`config.mk`:
```
export PLATFORM = sky130hd
export DESIGN_NAME = round_controller
export DESIGN_NICKNAME = d
export VERILOG_FILES = /design/src/rtl/round_controller.sv
export SDC_FILE = /design/constraint.sdc
export NUM_CORES = 1
export LEC_CHECK = 0
export ABC_AREA = 1
export CORE_UTILIZATION = 56
export CTS_CLUSTER_SIZE = 16
export DETAILED_ROUTE_END_ITERATION = 6
export PLACE_DENSITY = 0.92
export SETUP_SLACK_MARGIN = 0.5
export SYNTH_ARGS = -nofsm -noshare
export SYNTH_HDL_FRONTEND = slang
export SYNTH_SLANG_ARGS = --single-unit
```
`constraint.sdc`:
```
create_clock -name clk -period 3.7 [get_ports clk]
set_input_delay 0.555 -clock clk [delete_from_list [all_inputs] [get_ports clk]]
set_output_delay 0.555 -clock clk [all_outputs]
set_load 0.01 [all_outputs]
```
`src/rtl/round_controller.sv`:
```
// round_controller: sequences one memory game round by round.
// Requests a pattern, plays the first len entries on the LEDs, scores the
// player's presses, pauses between rounds and flags game_over after the
// configured number of rounds.
module round_controller #(
  parameter int unsigned TICKS_ON      = 50,
  parameter int unsigned TICKS_GAP     = 25,
  parameter int unsigned TICKS_TERM    = 100,
  parameter int unsigned TICKS_TIMEOUT = 1000,
  parameter int unsigned NUM_ROUNDS    = 5
) (
  input  logic        clk,
  input  logic        rst,
  input  logic        start,
  input  logic [2:0]  level,
  input  logic [47:0] pattern_flat,
  input  logic        pattern_ready,
  input  logic [7:0]  buttons,
  output logic        pattern_req,
  output logic [7:0]  led,
  output logic [7:0]  score,
  output logic [3:0]  round_cnt,
  output logic        last_round_ok,
  output logic        busy,
  output logic        game_over
);

  // Tick counter wide enough for the longest of the four delays.
  localparam int unsigned TMAX_A = (TICKS_ON > TICKS_GAP) ? TICKS_ON : TICKS_GAP;
  localparam int unsigned TMAX_B = (TICKS_TERM > TICKS_TIMEOUT) ? TICKS_TERM : TICKS_TIMEOUT;
  localparam int unsigned TMAX   = (TMAX_A > TMAX_B) ? TMAX_A : TMAX_B;
  localparam int unsigned TW     = $clog2(TMAX + 1);

  localparam logic [TW-1:0] ON_LAST      = TW'(TICKS_ON - 1);
  localparam logic [TW-1:0] GAP_LAST     = TW'(TICKS_GAP - 1);
  localparam logic [TW-1:0] TERM_LAST    = TW'(TICKS_TERM - 1);
  localparam logic [TW-1:0] TIMEOUT_LAST = TW'(TICKS_TIMEOUT - 1);
  localparam logic [3:0]    ROUNDS_END   = 4'(NUM_ROUNDS);

  typedef enum logic [2:0] {
    S_IDLE,
    S_REQ,
    S_WAIT_PAT,
    S_SHOW_ON,
    S_SHOW_OFF,
    S_INPUT,
    S_TERM,
    S_DONE
  } state_t;

  state_t          state;
  logic [TW-1:0]   timer;
  logic [3:0]      idx;
  logic [3:0]      len_m1;
  logic [15:0][2:0] pat;
  logic [7:0]      btn_q;

  logic            level_ok;
  logic [3:0]      level_len_m1;
  logic [7:0]      rise;
  logic [7:0]      want;
  logic [7:0]      next_show;
  logic            last_entry;
  logic [7:0]      score_inc;
  logic [3:0]      round_next;

  // Decode the one-hot level into a pattern length (minus one).
  always_comb begin
    level_ok     = 1'b0;
    level_len_m1 = 4'd0;
    case (level)
      3'b001:  begin level_ok = 1'b1; level_len_m1 = 4'd3;  end
      3'b010:  begin level_ok = 1'b1; level_len_m1 = 4'd7;  end
      3'b100:  begin level_ok = 1'b1; level_len_m1 = 4'd15; end
      default: begin level_ok = 1'b0; level_len_m1 = 4'd0;  end
    endcase
  end

  assign rise       = buttons & ~btn_q;
  assign want       = 8'd1 << pat[idx];
  assign next_show  = 8'd1 << pat[idx + 4'd1];
  assign last_entry = (idx == len_m1);
  assign score_inc  = (score == 8'hFF) ? score : score + 8'd1;
  assign round_next = round_cnt + 4'd1;

  // Game FSM; every output is registered alongside the state it belongs to.
  always_ff @(posedge clk or posedge rst) begin
    if (rst) begin
      state         <= S_IDLE;
      timer         <= '0;
      idx           <= 4'd0;
      len_m1        <= 4'd0;
      pat           <= '0;
      btn_q         <= 8'd0;
      pattern_req   <= 1'b0;
      led           <= 8'd0;
      score         <= 8'd0;
      round_cnt     <= 4'd0;
      last_round_ok <= 1'b0;
      busy          <= 1'b0;
      game_over     <= 1'b0;
    end else begin
      // Delayed copy tracks buttons everywhere so presses held from playback never count.
      btn_q <= buttons;
      case (state)
        S_IDLE, S_DONE: begin
          if (start && level_ok) begin
            len_m1      <= level_len_m1;
            score       <= 8'd0;
            round_cnt   <= 4'd0;
            pattern_req <= 1'b1;
            busy        <= 1'b1;
            game_over   <= 1'b0;
            led         <= 8'd0;
            state       <= S_REQ;
          end
        end
        S_REQ: begin
          pattern_req <= 1'b0;
          state       <= S_WAIT_PAT;
        end
        S_WAIT_PAT: begin
          if (pattern_ready) begin
            pat   <= pattern_flat;
            idx   <= 4'd0;
            timer <= '0;
            led   <= 8'd1 << pattern_flat[2:0];
            state <= S_SHOW_ON;
          end
        end
        S_SHOW_ON: begin
          if (timer == ON_LAST) begin
            timer <= '0;
            led   <= 8'd0;
            state <= S_SHOW_OFF;
          end else begin
            timer <= timer + TW'(1);
          end
        end
        S_SHOW_OFF: begin
          if (timer == GAP_LAST) begin
            timer <= '0;
            if (last_entry) begin
              idx   <= 4'd0;
              led   <= buttons;
              state <= S_INPUT;
            end else begin
              idx   <= idx + 4'd1;
              led   <= next_show;
              state <= S_SHOW_ON;
            end
          end else begin
            timer <= timer + TW'(1);
          end
        end
        S_INPUT: begin
          if (rise != 8'd0) begin
            timer <= '0;
            if (rise == want) begin
              score <= score_inc;
              if (last_entry) begin
                idx           <= 4'd0;
                last_round_ok <= 1'b1;
                led           <= 8'd0;
                state         <= S_TERM;
              end else begin
                idx <= idx + 4'd1;
                led <= buttons;
              end
            end else begin
              idx           <= 4'd0;
              last_round_ok <= 1'b0;
              led           <= 8'd0;
              state         <= S_TERM;
            end
          end else if (timer == TIMEOUT_LAST) begin
            timer         <= '0;
            idx           <= 4'd0;
            last_round_ok <= 1'b0;
            led           <= 8'd0;
            state         <= S_TERM;
          end else begin
            timer <= timer + TW'(1);
            led   <= buttons;
          end
        end
        S_TERM: begin
          if (timer == TERM_LAST) begin
            timer     <= '0;
            round_cnt <= round_next;
            if (round_next == ROUNDS_END) begin
              busy      <= 1'b0;
              game_over <= 1'b1;
              led       <= 8'hFF;
              state     <= S_DONE;
            end else begin
              pattern_req <= 1'b1;
              state       <= S_REQ;
            end
          end else begin
            timer <= timer + TW'(1);
          end
        end
        default: state <= S_IDLE;
      endcase
    end
  end

endmodule

```
==> metrics.txt <==
# TYPE chip_impl_metric gauge
chip_impl_metric{name="gpl.final_weighted_congestion",unit=""} 0.939
chip_impl_metric{name="worst-endpoint-arrival",unit="ns"} 3.03
chip_impl_metric{name="hold_slack",unit="ns"} 0.492
chip_impl_info{name="yosys_most_used_dff",value="sky130_fd_sc_hd__dfrtp_1"} 1
chip_impl_metric{name="global_route.overflow_total",unit=""} 0
chip_impl_metric{name="synth_edf_count",unit=""} 0
chip_impl_metric{name="mappedNetlistArea",unit="sq mm"} 0.00621
chip_impl_metric{name="post_cts_resize_count",unit=""} 0
chip_impl_metric{name="final.setup.tns",unit="ns"} 0
chip_impl_metric{name="drt_iter0_drc",unit=""} 535
chip_impl_metric{name="synth_seq_area_share",unit="%"} 40.3
chip_impl_metric{name="clk-insertion-delay-late",unit="ns"} 0.37
chip_impl_metric{name="asyncSetResetFlopFracSynth",unit="%"} 100
chip_impl_info{name="timing.setup.critical_path_class",value="flip-flop to flip-flop"} 1
chip_impl_info{name="grt_setup_unrepaired",value="false"} 1
chip_impl_metric{name="ff2ff_path_depth",unit=""} 14
chip_impl_metric{name="pwr_density_cell",unit="mW/mm^2"} 698
chip_impl_metric{name="final.fill_count",unit=""} 903
chip_impl_info{name="busiest_layer",value="met2"} 1
chip_impl_metric{name="synth_top_area_share",unit="%"} 40.3
chip_impl_metric{name="worst_ir_drop_vdd",unit="mV"} 0.409
chip_impl_metric{name="finalInstanceArea",unit="sq mm"} 0.00731
chip_impl_metric{name="antennaDiodeCount",unit=""} 0
chip_impl_metric{name="ys_ff_latch",unit=""} 100
chip_impl_metric{name="clock_sink_count",unit=""} 100
chip_impl_metric{name="grt_met2_use",unit="%"} 45.4
chip_impl_metric{name="yosys_warnings",unit=""} 0
chip_impl_metric{name="timing.final.crit_share",unit="%"} 74.8
chip_impl_metric{name="antenna_found_initial",unit=""} 0
chip_impl_metric{name="cts_inserted_buffers",unit=""} 9
chip_impl_metric{name="fin_util",unit="%"} 67.4
chip_impl_info{name="synth_most_common_cell",value="sky130_fd_sc_hd__nand2_1"} 1
chip_impl_metric{name="wl",unit="microns"} 15100
chip_impl_info{name="clock_tree.root_cell",value="sky130_fd_sc_hd__clkbuf_8"} 1
chip_impl_metric{name="use_met1",unit="%"} 39.0
chip_impl_info{name="critical_path.startpoint_type",value="flip-flop"} 1
chip_impl_metric{name="netlist_instances",unit=""} 883
chip_impl_metric{name="routed_wire_length_per_instance",unit="microns"} 13.8
chip_impl_metric{name="core_area",unit="sq mm"} 0.0108
chip_impl_metric{name="gr-usage-all-layers",unit="%"} 28.2
chip_impl_info{name="worstSetupEndpointType",value="flip-flop"} 1
chip_impl_metric{name="final_nets",unit=""} 1025
chip_impl_info{name="outcome",value="finished clean"} 1
chip_impl_metric{name="gr_layer_usage_met3",unit="%"} 4.72
chip_impl_metric{name="slew_headroom",unit="%"} 51.7
chip_impl_metric{name="dr_total_vias",unit=""} 6032
chip_impl_metric{name="pre_cts_slack",unit="ns"} 0.758
chip_impl_metric{name="finalSetupViolCount",unit=""} 0
chip_impl_metric{name="first_global_vias",unit=""} 5531
chip_impl_metric{name="worst_clock_skew",unit="ns"} 0.0134
chip_impl_metric{name="area.growth.synth_to_final",unit="%"} 17.6
chip_impl_metric{name="report.final.hold_viol_count",unit=""} 0
chip_impl_metric{name="fp.dieArea",unit="sq mm"} 0.0115
chip_impl_metric{name="post_synth_num_cell_types",unit=""} 42
chip_impl_metric{name="largest_net_degree_at_the_start_of_global_routing",unit=""} 77
chip_impl_metric{name="clock.fmax",unit="MHz"} 361
chip_impl_metric{name="timing.critical_path.required",unit="ns"} 3.96
chip_impl_metric{name="tightestPinTransition",unit="ns"} 0.725
chip_impl_metric{name="p_leak",unit="nW"} 3.40
chip_impl_metric{name="min_delay_path_depth",unit=""} 2
chip_impl_metric{name="drive_above_1_share",unit="%"} 6.46
chip_impl_metric{name="synth.net_count",unit=""} 953
chip_impl_metric{name="cts-hold-fix-buffers",unit=""} 0
chip_impl_metric{name="detail_route.drc_violations",unit=""} 0
chip_impl_metric{name="placement_rows",unit=""} 38
chip_impl_metric{name="ctsHtreeMaxLevel",unit=""} 3
chip_impl_metric{name="postLayoutSetupSlackWorst",unit="ns"} 0.931
chip_impl_metric{name="syn_avg_cell_area",unit="sq um"} 7.04
chip_impl_metric{name="place_hpwl",unit="microns"} 11200
chip_impl_metric{name="dieHeight",unit="microns"} 107
chip_impl_metric{name="grt_pass1_wl",unit="microns"} 25600
chip_impl_metric{name="place_area",unit="sq mm"} 0.00714
chip_impl_metric{name="path_clk_slew",unit="ns"} 0.09
chip_impl_metric{name="ctsLongestPathBuffers",unit=""} 2
chip_impl_metric{name="ioPinCount",unit=""} 87
chip_impl_metric{name="port_buffers",unit=""} 86
chip_impl_info{name="tritoncts",value="done"} 1
chip_impl_metric{name="report.final.slew_viol_count",unit=""} 0
chip_impl_metric{name="die_width",unit="microns"} 107
chip_impl_metric{name="critPathMaxFanout",unit=""} 15
chip_impl_metric{name="antenna_violating_nets_post_route",unit=""} 0
chip_impl_metric{name="max-cap-violations",unit=""} 0
chip_impl_info{name="synth_area_leaders",value="sky130_fd_sc_hd__dfrtp_1 (40%), sky130_fd_sc_hd__nand2_1 (15%), sky130_fd_sc_hd__o21ai_0 (8.1%), sky130_fd_sc_hd__nand3_1 (7.3%), sky130_fd_sc_hd__inv_1 (6.8%)"} 1
chip_impl_info{name="timing.hold.worst.class",value="flip-flop to flip-flop"} 1
chip_impl_metric{name="period_needed",unit="ns"} 2.77
chip_impl_metric{name="cts_post_setup_buffers_inserted",unit=""} 0
chip_impl_metric{name="viasPerCell",unit=""} 5.48
chip_impl_metric{name="firstDrtPassIters",unit=""} 5
chip_impl_info{name="netlist.top_cell.by_area",value="sky130_fd_sc_hd__dfrtp_1"} 1
chip_impl_metric{name="initial_core_utilization",unit="%"} 57.3
chip_impl_info{name="synthTopCellsByCount",value="sky130_fd_sc_hd__nand2_1 (242), sky130_fd_sc_hd__inv_1 (113), sky130_fd_sc_hd__o21ai_0 (101)"} 1
[worst paths after layout]
path / to / slack, ns / start
setup / recovery: led[6] / 0.93 / idx[0]
hold / removal: led[6] / 0.49 / led[6]
setup reg to reg: led[6] / 0.93 / idx[0]
hold reg to reg: led[6] / 0.49 / led[6]
max in group asynchronous: pat[6] / 2.36 / rst
min in group asynchronous: timer[1] / 0.66 / rst
[placed cells by master (no fill, tap or decap), types with 4 or more instances in the layout]
| cell type | count |
|---|---|
| sky130_fd_sc_hd__a21oi_1 | 36 |
| sky130_fd_sc_hd__buf_4 | 6 |
| sky130_fd_sc_hd__clkbuf_8 | 10 |
| sky130_fd_sc_hd__clkdlybuf4s50_1 | 86 |
| sky130_fd_sc_hd__dfrtp_1 | 100 |
| sky130_fd_sc_hd__ha_1 | 7 |
| sky130_fd_sc_hd__inv_1 | 112 |
| sky130_fd_sc_hd__inv_2 | 6 |
| sky130_fd_sc_hd__nand2_1 | 242 |
| sky130_fd_sc_hd__nand2_2 | 4 |
| sky130_fd_sc_hd__nand3_1 | 91 |
| sky130_fd_sc_hd__nand3_2 | 4 |
| sky130_fd_sc_hd__nand4_1 | 6 |
| sky130_fd_sc_hd__nor2_1 | 59 |
| sky130_fd_sc_hd__nor2_2 | 5 |
| sky130_fd_sc_hd__nor2_4 | 4 |
| sky130_fd_sc_hd__nor3_1 | 20 |
| sky130_fd_sc_hd__o211ai_1 | 8 |
| sky130_fd_sc_hd__o21ai_0 | 101 |
| sky130_fd_sc_hd__o21ai_1 | 8 |
| sky130_fd_sc_hd__or2_2 | 6 |
| sky130_fd_sc_hd__xor2_1 | 9 |
[worst max-delay path, stage by stage (launching register included)]
cell                       delay (ns)
sky130_fd_sc_hd__dfrtp_1         0.41
sky130_fd_sc_hd__ha_1            0.67
sky130_fd_sc_hd__inv_1           0.38
sky130_fd_sc_hd__a21oi_1         0.22
sky130_fd_sc_hd__o21ai_0         0.14
sky130_fd_sc_hd__nand3_1         0.10
sky130_fd_sc_hd__o211ai_1        0.10
sky130_fd_sc_hd__nand2_1         0.15
sky130_fd_sc_hd__inv_1           0.07
sky130_fd_sc_hd__nand2_1         0.08
sky130_fd_sc_hd__nor2_1          0.06
sky130_fd_sc_hd__nor2_1          0.10
sky130_fd_sc_hd__o21ai_1         0.07
sky130_fd_sc_hd__nand2_1         0.06
sky130_fd_sc_hd__nand2_1         0.05
[area by class of cell]
cell class	instances	area, sq um	share of cell area (%)
multi-input cells	631	3080	42.1
inverters	120	455	6.23
well taps	140	175	2.40
clock inverters	4	25.0	0.343
flip-flops and latches	100	2500	34.3
clock buffers	12	145	1.99
repair buffers	93	926	12.7
[per-stage QoR]
stage	power, mW	instances
after floorplan	3.78	883
after global placement	4.36	1084
after detailed placement	4.45	1084
after CTS	5.08	1100
after global routing	5.55	1100
final	5.10	1100
[registers in the layout, summed over array words and instances, names as in the netlist, 3 cells and up]
register,flops
btn_q,8
round_cnt,4
idx,4
timer,10
led,8
pat,48
score,8
state,3
len_m1,3
[where the power goes]
part | total [mW] | switching [mW] | leakage [nW] | internal, mW
Sequential | 1.66 | 0.209 | 1.27 | 1.45
Combinational | 2.81 | 1.88 | 2.04 | 0.928
Clock | 0.630 | 0.369 | 0.0824 | 0.261
Total | 5.10 | 2.46 | 3.40 | 2.64
[kinds of logic (layout without fill, tap and decap cells)]
family                     count (synthesis)  count (layout)  synth area share, %
and+or+nand+nor                          451             451                 32.5
AOI/OAI and AO/OA                        162             162                 14.0
buffers and inverters                    152             229                 10.2
DFF                                      100             100                 40.3
xor gates and xnor gates                  11              11                 1.55
adders and majority gates                  7               7                 1.41
[metal layers]
layer	part of all wire (%)	vias up
li1	-	2996
met2	46	246
met4	2.0	0
met3	6.6	31
met1	45	2759
met5	0	-
Power figures use the tool's default switching activity.
